$ cat src/rtl/multi_pkg.sv
// Shared definitions for the sequential shift-and-add multiplier.
// Holds the FSM state encoding and the default operand width.
package multi_pkg;

    // Default operand width; the product is twice this wide.
    localparam int DEFAULT_WIDTH = 4;

    // Controller states: waiting for operands, iterating, holding a result.
    typedef enum logic [1:0] {
        ST_IDLE = 2'd0,
        ST_BUSY = 2'd1,
        ST_DONE = 2'd2
    } state_t;

endpackage

$ cat src/rtl/multi_step.sv
// One iteration of the shift-and-add multiplier, purely combinational.
// If the LSB of p is set, a is added into the upper half of p at WIDTH+1
// bits. The result, carry included, is then shifted right by one.
module multi_step #(
    parameter int WIDTH = 4
) (
    input  logic [2*WIDTH-1:0] p,
    input  logic [WIDTH-1:0]   a,
    output logic [2*WIDTH-1:0] p_next
);

    logic [WIDTH:0] upper;

    // Conditional add into the upper half, then shift right with carry.
    always_comb begin
        upper  = {1'b0, p[2*WIDTH-1:WIDTH]} + (p[0] ? {1'b0, a} : {(WIDTH+1){1'b0}});
        p_next = {upper, p[WIDTH-1:1]};
    end

endmodule

$ cat src/rtl/multi_seq_nbits.sv
// Sequential WIDTH x WIDTH multiplier. It retires one multiplier bit per
// enabled cycle and takes WIDTH cycles per product.
//
// Handshake: the input side transfers on in_valid && in_ready, and
// in_ready is high only in IDLE. The output side transfers on
// out_valid && out_ready. out_valid stays high with io_Product stable
// until that transfer happens.
//
// Optional build macro MULTI_SIGNED_EN adds the sgn input. When sgn=1 the
// operands are two's complement. The datapath multiplies magnitudes, and
// the product is negated on the BUSY->DONE edge if the operand signs differ.
//
// dbg_state exposes the controller state so checkers can bind to it.
module multi_seq_nbits
    import multi_pkg::*;
#(
    parameter int WIDTH = DEFAULT_WIDTH
) (
    input  logic               clk,
    input  logic               rst,
    input  logic               ena,
`ifdef MULTI_SIGNED_EN
    input  logic               sgn,
`endif
    input  logic               in_valid,
    output logic               in_ready,
    input  logic [WIDTH-1:0]   io_A,
    input  logic [WIDTH-1:0]   io_B,
    output logic               out_valid,
    input  logic               out_ready,
    output logic [2*WIDTH-1:0] io_Product,
    output state_t             dbg_state
);

    localparam int CNT_W = $clog2(WIDTH + 1);

    state_t               state_q, state_d;
    logic [CNT_W-1:0]     cnt_q, cnt_d;
    logic [WIDTH-1:0]     a_q, a_d;
    logic [2*WIDTH-1:0]   p_q, p_d;
    logic [2*WIDTH-1:0]   prod_q, prod_d;
    logic [2*WIDTH-1:0]   step_p;
    logic [2*WIDTH-1:0]   final_p;
    logic [WIDTH-1:0]     mag_a, mag_b;
    logic                 neg_q, neg_d;

    multi_step #(.WIDTH(WIDTH)) u_step (
        .p      (p_q),
        .a      (a_q),
        .p_next (step_p)
    );

`ifdef MULTI_SIGNED_EN
    // Magnitudes of signed operands. -2^(WIDTH-1) maps onto itself, and
    // that bit pattern reads correctly as the unsigned value 2^(WIDTH-1).
    always_comb begin
        mag_a   = (sgn && io_A[WIDTH-1]) ? (~io_A + 1'b1) : io_A;
        mag_b   = (sgn && io_B[WIDTH-1]) ? (~io_B + 1'b1) : io_B;
        neg_d   = sgn & (io_A[WIDTH-1] ^ io_B[WIDTH-1]);
        final_p = neg_q ? (~step_p + 1'b1) : step_p;
    end
`else
    // Unsigned only: operands pass straight through, and there is no sign state.
    always_comb begin
        mag_a   = io_A;
        mag_b   = io_B;
        neg_d   = 1'b0;
        final_p = step_p;
    end
`endif

    // Next-state and datapath-load logic for the controller.
    always_comb begin
        state_d = state_q;
        cnt_d   = cnt_q;
        a_d     = a_q;
        p_d     = p_q;
        prod_d  = prod_q;
        case (state_q)
            ST_IDLE: begin
                if (in_valid) begin
                    a_d     = mag_a;
                    p_d     = {{WIDTH{1'b0}}, mag_b};
                    cnt_d   = CNT_W'(WIDTH);
                    state_d = ST_BUSY;
                end
            end
            ST_BUSY: begin
                p_d   = step_p;
                cnt_d = cnt_q - CNT_W'(1);
                if (cnt_q == CNT_W'(1)) begin
                    p_d     = final_p;
                    prod_d  = final_p;
                    state_d = ST_DONE;
                end
            end
            ST_DONE: begin
                if (out_ready) begin
                    state_d = ST_IDLE;
                end
            end
            default: begin
                state_d = ST_IDLE;
            end
        endcase
    end

    // State and datapath registers. With ena low, all of them hold.
    always_ff @(posedge clk or negedge rst) begin
        if (!rst) begin
            state_q <= ST_IDLE;
            cnt_q   <= '0;
            a_q     <= '0;
            p_q     <= '0;
            prod_q  <= '0;
        end else if (ena) begin
            state_q <= state_d;
            cnt_q   <= cnt_d;
            a_q     <= a_d;
            p_q     <= p_d;
            prod_q  <= prod_d;
        end
    end

`ifdef MULTI_SIGNED_EN
    // Sign of the product, captured when the operands are accepted.
    always_ff @(posedge clk or negedge rst) begin
        if (!rst) begin
            neg_q <= 1'b0;
        end else if (ena && state_q == ST_IDLE && in_valid) begin
            neg_q <= neg_d;
        end
    end
`else
    // No sign state in the unsigned build.
    always_comb begin
        neg_q = 1'b0;
    end
`endif

    // Handshake outputs decode directly from the registered state.
    always_comb begin
        in_ready   = (state_q == ST_IDLE);
        out_valid  = (state_q == ST_DONE);
        io_Product = prod_q;
        dbg_state  = state_q;
    end

endmodule

$ cat config.mk
export PLATFORM = sky130hd
export DESIGN_NAME = multi_seq_nbits
export DESIGN_NICKNAME = d
export VERILOG_FILES = /design/src/rtl/multi_pkg.sv /design/src/rtl/multi_step.sv /design/src/rtl/multi_seq_nbits.sv
export SDC_FILE = /design/constraint.sdc
export NUM_CORES = 1
export LEC_CHECK = 0
export CORE_MARGIN = 5
export CORE_UTILIZATION = 40
export DETAILED_ROUTE_END_ITERATION = 16
export DONT_BUFFER_PORTS = 1
export PLACE_DENSITY = 0.54
export SYNTH_ARGS = -nofsm -noshare
export SYNTH_HDL_FRONTEND = slang
export SYNTH_SLANG_ARGS = --single-unit
export TNS_END_PERCENT = 30
$ cat constraint.sdc
create_clock -name clk -period 2.8 [get_ports clk]
set_input_delay 0.56 -clock clk [delete_from_list [all_inputs] [get_ports clk]]
set_output_delay 0.56 -clock clk [all_outputs]
set_load 0.05 [all_outputs]
==> results of run 1 <==
## routing by layer
layer / wire length (um) / share of wire, %
met5: 0 / 0
met4: 13 / 0.57
met3: 166 / 7.3
met2: 984 / 43
met1: 1120 / 49
## metrics by stage
step / instance area, um^2 / hold WS, ns / worst slack, ns
finish: 1300 / 0.0352 / 0.648
global route: 1300 / 0.0254 / 0.579
CTS: 1300 / 0.0257 / 0.626
detailed placement: 1250 / 0.265 / 0.894
global placement: 1250 / 0.265 / 0.943
floorplan: 1230 / 0.264 / 0.887
## registers in the layout, summed over array words and instances (netlist names)
signal      cells
a_q             4
cnt_q           3
dbg_state       2
io_Product      8
p_q             8
## cell type report
type	count	area, um^2	share of cell area, %
Multi-Input combinational cell	70	569	43.7
Tap cell	33	41.3	3.17
Timing Repair Buffer	2	27.5	2.12
Clock buffer	4	26.3	2.02
Inverter	3	11.3	0.865
Sequential cell	25	626	48.1
## worst max path at each step
stage	startpoint	end	slack, ns
after floorplan	dbg_state[0]$_DFFE_PN0P_	in_ready	0.89
after global placement	dbg_state[0]$_DFFE_PN0P_	io_Product[4]$_DFFE_PN0P_	0.94
after detailed placement	dbg_state[0]$_DFFE_PN0P_	io_Product[3]$_DFFE_PN0P_	0.89
after CTS	dbg_state[1]$_DFFE_PN0P_	out_valid	0.63
after global routing	dbg_state[1]$_DFFE_PN0P_	out_valid	0.58
final	dbg_state[1]$_DFFE_PN0P_	out_valid	0.65
## cells in the final DEF (no fill, tap or decap), types with 2 or more instances in the layout
master / Yosys / routed
dfrtp_1: 25 / 25
mux2_2: 10 / 10
a21oi_1: 8 / 8
ha_1: 6 / 6
and2_1: 4 / 4
o21ai_0: 4 / 4
mux2i_1: 4 / 4
nor3_1: 4 / 4
inv_1: 3 / 3
nor2_1: 3 / 3
a21o_1: 3 / 3
clkbuf_4: 0 / 3
nand2b_1: 2 / 2
nand3b_1: 2 / 2
and3b_1: 2 / 2
a22o_1: 2 / 2
## Yosys cell counts (3+ instances only)
library cell	count	area share (%)
nor2_1	3	0.92
ha_1	6	6.1
a21o_1	3	1.8
nor3_1	4	1.6
mux2_2	10	9.2
dfrtp_1	25	51
mux2i_1	4	3.3
and2_1	4	2.0
inv_1	3	0.92
o21ai_0	4	1.6
a21oi_1	8	3.3
## cell families (layout without fill, tap and decap cells)
group | after synthesis | after routing | synth area share (%)
AOI/OAI and AO/OA | 24 | 24 | 12.7
DFF | 25 | 25 | 51.0
muxes | 14 | 14 | 12.4
xor gates and xnor gates | 1 | 1 | 0.714
buffers and inverters | 6 | 9 | 2.55
adders and majority gates | 7 | 7 | 7.76
and+or+nand+nor | 24 | 24 | 12.9
## repair_timing
action,4_1_cts,5_1_grt
hold endpoints to repair,25,0
hold buffers,1,0
setup endpoints to repair,0,0
gates resized for setup,0,0
## power breakdown
group,switching (mW),internal [mW]
logic,0.333,0.310
registers,0.363,0.523
clock network,0.102,0.0556
total,0.798,0.889
==> impl_metrics.json, run 1 <==
{
  "status": "complete, no violations",
  "synth_ff_type": "dfrtp_1",
  "grt_pass1_vias": 789,
  "rsz0062_at_grt": "no",
  "viasPerCell": 5.69,
  "worst_pin_slew_ns": 0.662,
  "ys_ff_latch": 25,
  "nets": 125,
  "maxSlewViolCount": 0,
  "p_leak_nw": 0.601,
  "grt_pass1_wl_mm": 3.75,
  "routed_wl_mm": 2.28,
  "critical_path_class": "flop to primary output",
  "drt-initial-drc-count": 17,
  "end_kind": "primary output",
  "p_per_area_nw_per_um2": 1300,
  "cp.arrival_ns": 1.59,
  "wl_per_cell_um": 16.7,
  "die_h_um": 65.4,
  "nFillCells": 295,
  "max-slew-margin-rel_pct": 55.9,
  "syn_area_um2": 1230,
  "n_antenna_cell": 0,
  "cts_buffers": 3,
  "reg2reg_from": "dbg_state[0]$_DFFE_PN0P_",
  "crit_family": "flip-flops",
  "tns_ns": 0,
  "path_max_fanout": 10,
  "grt_antenna_before_repair": 0,
  "numClockSinks": 25,
  "grt_max_degree": 26,
  "synth_cells": 101,
  "postCtsSetupRepairBufs": 0,
  "use_met3_pct": 4.27,
  "drc_errors": 0,
  "ys_seq_area_share_pct": 51.0,
  "use_met1_pct": 15.6,
  "hold_viol_final": 0,
  "overflow": 0,
  "initial_core_util_pct": 40.8,
  "max_cap_viol_count": 0,
  "required_ns": 2.24,
  "totalPowerFinal_mw": 1.69,
  "path_cells": "and2b_1",
  "synthArstFlopShare_pct": 100,
  "die_w_um": 65.4,
  "crit_path_max_incr_delay_ns": 0.77,
  "period_needed_ns": 2.15,
  "synth_fp_nets": 121,
  "setup_violations": 0,
  "avgSynthCellArea_um2": 12.1,
  "stdcell_count": 137,
  "hp-class": "primary input to async pin",
  "core_um2": 3000,
  "path_buf_inv": 0,
  "clk_pin_slew_ns": 0.13,
  "die_area_um2": 4270,
  "rr_endpoint": "io_Product[3]$_DFFE_PN0P_",
  "period_share_pct": 76.8,
  "r2r_setup_slack_ns": 0.88,
  "hpwl_mm": 1.72,
  "ios": 25,
  "cpMaxStageDelayCell": "dfrtp_1",
  "num_vias": 780,
  "synthDistinctLibCells": 34,
  "cts_tree": "done",
  "top_usage_layer": "met2",
  "areaGrowthSynthToFinish_pct": 6.12,
  "synth_edf_count": 0,
  "start_kind": "flop",
  "cts.path.max_buffers": 2,
  "path_depth": 1,
  "peakVddDrop_mv": 0.504,
  "track_usage_pct": 11.4,
  "drt-pass1-iter-count": 4,
  "cts_htree_levels": 1,
  "skew_ns": 0.00750,
  "dp_cells": 132,
  "io_buffers": 0,
  "drive_gt1_share_pct": 16.3,
  "insertion_delay_ns": 0.31,
  "fmaxAchievable_mhz": 465,
  "cts-root-buf": "clkbuf_4",
  "rows": 20,
  "fin_util_pct": 43.3,
  "place.gp.congestion": 0.712,
  "synth_warnings": 0,
  "final_antenna_net_count": 0,
  "use_met2_pct": 16.3,
  "r2r_cells": 3
}
No activity file was read; power rests on OpenSTA's default activity.
==> run 2: changes to the inputs <==
clock period = 2 ns   (was 2.8 ns; I/O delays follow)
==> run 2 against run 1 <==
  * First-iteration DRC count increased by 76%
  * Combinational power increased by 56%
  * Sequential share of layout area decreased by 1.4 points
  * Highest routed layer unchanged
  * Global-route usage increased by 0.56 points
  * Critical path depth grew 1
==> impl_metrics.json, run 2 (synthesis results as in run 1) <==
{
  "drive_gt1_share_pct": 19.3,
  "whs_ns": 0.227,
  "p_int_mw": 1.28,
  "grt_antenna_before_repair": 0,
  "pwr-share-clk_pct": 9.3,
  "skew_ns": 0.0114,
  "place_area_um2": 1280,
  "track_usage_pct": 11.9,
  "end_kind": "primary output",
  "overflow": 0,
  "die_area_um2": 4270,
  "hpwl_mm": 1.71,
  "seq_area_um2": 626,
  "insertion_delay_ns": 0.32,
  "n_antenna_cell": 0,
  "max-slew-margin-rel_pct": 67.9,
  "postCtsSetupRepairBufs": 0,
  "initial_core_util_pct": 40.8,
  "swShare_pct": 46.4,
  "clk_pin_slew_ns": 0.13,
  "finalInstanceArea_um2": 1340,
  "p_leak_nw": 0.626,
  "required_ns": 1.60,
  "period_needed_ns": 1.76,
  "cts_hold_buf": 2,
  "drc_errors": 0,
  "wl_per_cell_um": 16.0,
  "rsz0062_at_grt": "no",
  "die_h_um": 65.4,
  "num_vias": 776,
  "final_cell_mix": "25 x dfrtp_1, 10 x mux2_2, 8 x a21oi_1, 6 x ha_1, 5 x buf_4",
  "layout_commonest_cell": "dfrtp_1",
  "cts_tree": "done",
  "grt_pass1_vias": 790,
  "drt-initial-drc-count": 30,
  "drt-pass1-iter-count": 4,
  "nets": 130,
  "peakVddDrop_mv": 0.887,
  "numClockSinks": 25,
  "seqPwrFrac_pct": 48.6,
  "critical_path_class": "flop to primary output",
  "core_um2": 3000,
  "dp_cells": 136,
  "fin_util_pct": 44.7,
  "cts-root-buf": "clkbuf_4",
  "path_max_fanout": 9,
  "maxSlewViolCount": 0,
  "fmaxAchievable_mhz": 568,
  "start_kind": "flop",
  "max_cap_viol_count": 0,
  "viasPerCell": 5.46,
  "cp.arrival_ns": 1.36,
  "areaGrowthSynthToFinish_pct": 9.39,
  "cts_htree_levels": 1,
  "period_share_pct": 88.0,
  "status": "complete, no violations",
  "netSwitchingPower_mw": 1.11,
  "cts.path.max_buffers": 2,
  "p_comb_share_pct": 42.1,
  "routed_wl_mm": 2.27,
  "ctsResizeCount": 0,
  "setup_violations": 0,
  "stdcell_count": 142,
  "cts_buffers": 3,
  "final_antenna_net_count": 0,
  "nFillCells": 305,
  "multiInputGateArea_um2": 569,
  "tns_ns": 0,
  "hold_viol_final": 0,
  "hp-class": "primary input to flop",
  "grt_max_degree": 26,
  "grt_pass1_wl_mm": 3.80,
  "p_per_area_nw_per_um2": 1780,
  "die_w_um": 65.4,
  "place.gp.congestion": 0.796,
  "worst_pin_slew_ns": 0.481,
  "rows": 20,
  "io_buffers": 0,
  "ios": 25
}
## run 2: changes by cell type in the layout (fill, tap and decap cells not counted), sizes merged
cell	before	now
dlygate4sd3	0	1
buf	2	6
## run 2: layer usage
layer / part of all wire, % / vias up / GRT usage [%]
met5: 0 / - / 0
li1: - / 381 / -
met4: 2.3 / 0 / 6.22
met3: 7.1 / 5 / 3.76
met2: 42 / 21 / 18.1
met1: 49 / 369 / 15.2
## run 2: worst max-delay path, cell delays in order, from the launching register on
cell and delay [ns]:
dfrtp_1 0.40, buf_4 0.16, and2b_1 0.48
## run 2: layout make-up
| type | count | share of cell area [%] |
|---|---|---|
| Clock buffer | 4 | 1.96 |
| Inverter | 3 | 0.840 |
| Multi-Input combinational cell | 70 | 42.4 |
| Sequential cell | 25 | 46.6 |
| Tap cell | 33 | 3.08 |
| Timing Repair Buffer | 7 | 5.04 |
## run 2: worst paths after layout
kind,depth (start not counted),end,start,slack [ns]
max,2,out_valid,dbg_state[0]$_DFFE_PN0P_,0.24
max reg2reg,6,p_q[7]$_DFFE_PN0P_,p_q[0]$_DFFE_PN0P_,0.25
min in group asynchronous,2,dbg_state[1]$_DFFE_PN0P_,rst,0.48
max in group asynchronous,2,a_q[1]$_DFFE_PN0P_,rst,1.36
min,1,a_q[0]$_DFFE_PN0P_,io_A[0],0.23
min reg2reg,1,cnt_q[0]$_DFFE_PN0P_,cnt_q[0]$_DFFE_PN0P_,0.51
## run 2: through the flow
stage	total power [mW]	worst slack, ns
finish	2.39	0.239
global placement	2.17	0.291
floorplan	1.94	0.247
CTS	2.43	0.211
detailed placement	2.18	0.251
global route	2.58	0.108
## run 2: power by group through the flow
stage / sequential [mW] / combinational, mW / clock, mW
after floorplan: 1.20 / 0.746 / 0
after global placement: 1.17 / 0.994 / 0
after detailed placement: 1.18 / 1.00 / 0
after CTS: 1.16 / 1.02 / 0.243
after global routing: 1.20 / 1.12 / 0.261
final: 1.16 / 1.00 / 0.223
==> run 3: changes to the inputs <==
CAP_MARGIN = 5   (was unset)
CORE_UTILIZATION = 30   (was 40)
PLACE_DENSITY = 0.44   (was 0.54)
SYNTH_HIERARCHICAL = 1   (was unset)
==> run 3 against run 2 <==
  * Via count decreased by 3.9%
  * Final cell count up 12%
  * Design area rose by 11%
  * Sequential share of layout area down 4.6 points
  * Total power increased by 5.0%
  * Die area rose by 39%
  * Global-route usage decreased by 2.9 points
  * Area after synthesis rose by 10%
  * First-iteration DRC count increased by 10%
  * Largest power group unchanged
==> impl_metrics.json, run 3 <==
{
  "status": "complete, no violations",
  "setup_violations": 0,
  "rr_endpoint": "io_Product[5]$_DFFE_PN0P_",
  "synthDistinctLibCells": 29,
  "swShare_pct": 42.2,
  "skew_ns": 0.0109,
  "core_um2": 4350,
  "areaGrowthSynthToFinish_pct": 10.4,
  "nets": 128,
  "critical_path_class": "flop to primary output",
  "ys_ff_latch": 25,
  "wl_per_cell_um": 15.5,
  "clk_pin_slew_ns": 0.09,
  "netSwitchingPower_mw": 1.06,
  "maxSlewViolCount": 0,
  "yosysMostFrequentCell": "dfrtp_1",
  "start_kind": "flop",
  "avgSynthCellArea_um2": 13.5,
  "rows": 24,
  "cts-root-buf": "clkbuf_8",
  "grt_pass1_vias": 831,
  "drt-pass1-iter-count": 2,
  "p_leak_nw": 0.730,
  "fmaxAchievable_mhz": 576,
  "grt_pass1_wl_mm": 4.19,
  "totalPowerFinal_mw": 2.51,
  "track_usage_pct": 9.04,
  "period_share_pct": 86.8,
  "stdcell_count": 159,
  "required_ns": 1.60,
  "grt_antenna_before_repair": 0,
  "synth_edf_count": 0,
  "rsz0062_at_grt": "no",
  "die_w_um": 77.1,
  "ys_seq_area_share_pct": 46.4,
  "viasPerCell": 4.69,
  "p_int_mw": 1.45,
  "final_antenna_net_count": 0,
  "n_antenna_cell": 0,
  "dp_cells": 153,
  "io_buffers": 0,
  "synth_commonest_cells": "25 x dfrtp_1, 11 x mux2_4, 9 x mux2_2",
  "synth_cells": 100,
  "yosys-top-cells-area": "dfrtp_1 46%, mux2_4 12%, mux2_2 7.5%",
  "cts.path.max_buffers": 2,
  "place.gp.congestion": 0.712,
  "ios": 25,
  "p_per_area_nw_per_um2": 1680,
  "period_needed_ns": 1.74,
  "tns_ns": 0,
  "routed_wl_mm": 2.47,
  "synth_fp_nets": 120,
  "syn_area_um2": 1350,
  "drt-initial-drc-count": 33,
  "synth_top_area_cell": "dfrtp_1",
  "worst_pin_slew_ns": 0.524,
  "cts_htree_levels": 1,
  "hold_viol_final": 0,
  "path_max_fanout": 6,
  "cp.arrival_ns": 1.34,
  "hpwl_mm": 1.85,
  "initial_core_util_pct": 31.0,
  "insertion_delay_ns": 0.27,
  "numClockSinks": 25,
  "overflow": 0,
  "holdPathStages": 1,
  "p_comb_share_pct": 42.7,
  "synthArstFlopShare_pct": 100,
  "peakVddDrop_mv": 0.582,
  "min_to": "dbg_state[0]$_DFFE_PN0P_",
  "cts_buffers": 3,
  "seqPwrFrac_pct": 45.5,
  "die_area_um2": 5940,
  "cts_tree": "done",
  "r2r_cells": 6,
  "num_vias": 746,
  "grt_max_degree": 26,
  "layout_commonest_cell": "dfrtp_1",
  "synth_ff_type": "dfrtp_1",
  "end_kind": "primary output",
  "r2r_setup_slack_ns": 0.30,
  "synth_top_area_share_pct": 46.4,
  "drc_errors": 0,
  "reg2reg_from": "p_q[0]$_DFFE_PN0P_",
  "die_h_um": 77.1,
  "pwr-share-clk_pct": 11.8,
  "drive_gt1_share_pct": 34.6,
  "final_cell_mix": "25 x dfrtp_1, 11 x mux2_4, 9 x mux2_2, 8 x inv_1",
  "min_from": "ena",
  "hp-class": "primary input to flop",
  "max-slew-margin-rel_pct": 65.1,
  "max_cap_viol_count": 0,
  "synth_warnings": 6
}
run 3: cell count changes in the layout (fill, tap and decap cells not counted), moves of 3 or more:
cell,previous run,this run
a21oi_1,8,0
clkbuf_4,3,0
clkbuf_8,0,3
inv_1,3,8
mux2_4,0,11
mux2i_1,4,0
nor3_1,4,0
run 3: worst max path at each step:
stage                                         from                   endpoint  depth (start not counted)
after floorplan           dbg_state[0]$_DFFE_PN0P_                  out_valid                          2
after global placement          p_q[0]$_DFFE_PN0P_  io_Product[5]$_DFFE_PN0P_                          6
after detailed placement        p_q[0]$_DFFE_PN0P_  io_Product[5]$_DFFE_PN0P_                          6
after CTS                 dbg_state[1]$_DFFE_PN0P_                  out_valid                          3
after global routing      dbg_state[1]$_DFFE_PN0P_                  out_valid                          3
final                     dbg_state[1]$_DFFE_PN0P_                  out_valid                          3
run 3: what timing repair did:
action,in CTS,in global routing
hold buffers,2,0
gates resized for setup,0,0
buffers inserted,0,0
endpoints found under the setup margin,0,0
hold endpoints to repair,25,0
run 3: logic make-up after synthesis:
logic type,synth area share (%)
AOI/OAI and AO/OA,8.35
xor gates and xnor gates,1.30
adders and majority gates,7.05
buffers and inverters,5.57
DFF,46.4
muxes,20.6
and+or+nand+nor,10.8
run 3: layout make-up:
cell class	instances	area [um^2]
fillers	426	2870
inverters	8	30.0
flip-flops and latches	25	626
repair buffers	8	75.1
well taps	52	65.1
multi-input cells	62	648
clock buffers	4	45.0
run 3: power by group through the flow:
stage | clock network (mW) | logic (mW) | registers (mW)
floorplan | 0 | 0.905 | 1.14
global placement | 0 | 1.06 | 1.15
detailed placement | 0 | 1.07 | 1.16
CTS | 0.313 | 1.09 | 1.15
global route | 0.341 | 1.17 | 1.18
finish | 0.295 | 1.07 | 1.14
run 3: worst max-delay path, stage by stage, from the launching register on:
cell     delay (ns)
dfrtp_1        0.44
buf_4          0.25
nor2b_1        0.16
buf_4          0.21
run 3: layer usage:
| layer | part of all wire, % | vias to the layer above | global-route usage (%) |
|---|---|---|---|
| met4 | 0.93 | 0 | 2.58 |
| li1 | - | 356 | - |
| met3 | 6.2 | 2 | 4.57 |
| met1 | 47 | 373 | 10.7 |
| met2 | 46 | 15 | 14.4 |
| met5 | 0 | - | 0 |
run 3: through the flow:
stage	hold slack, ns	area, um^2	setup WS, ns	util (%)
5_1_grt	0.212	1490	0.149	34.2
3_5_place_dp	0.105	1410	0.298	32.5
4_1_cts	0.211	1490	0.225	34.2
6_report	0.219	1490	0.263	34.2
3_3_place_gp	0.105	1410	0.352	32.5
2_1_floorplan	0.104	1350	0.0779	-
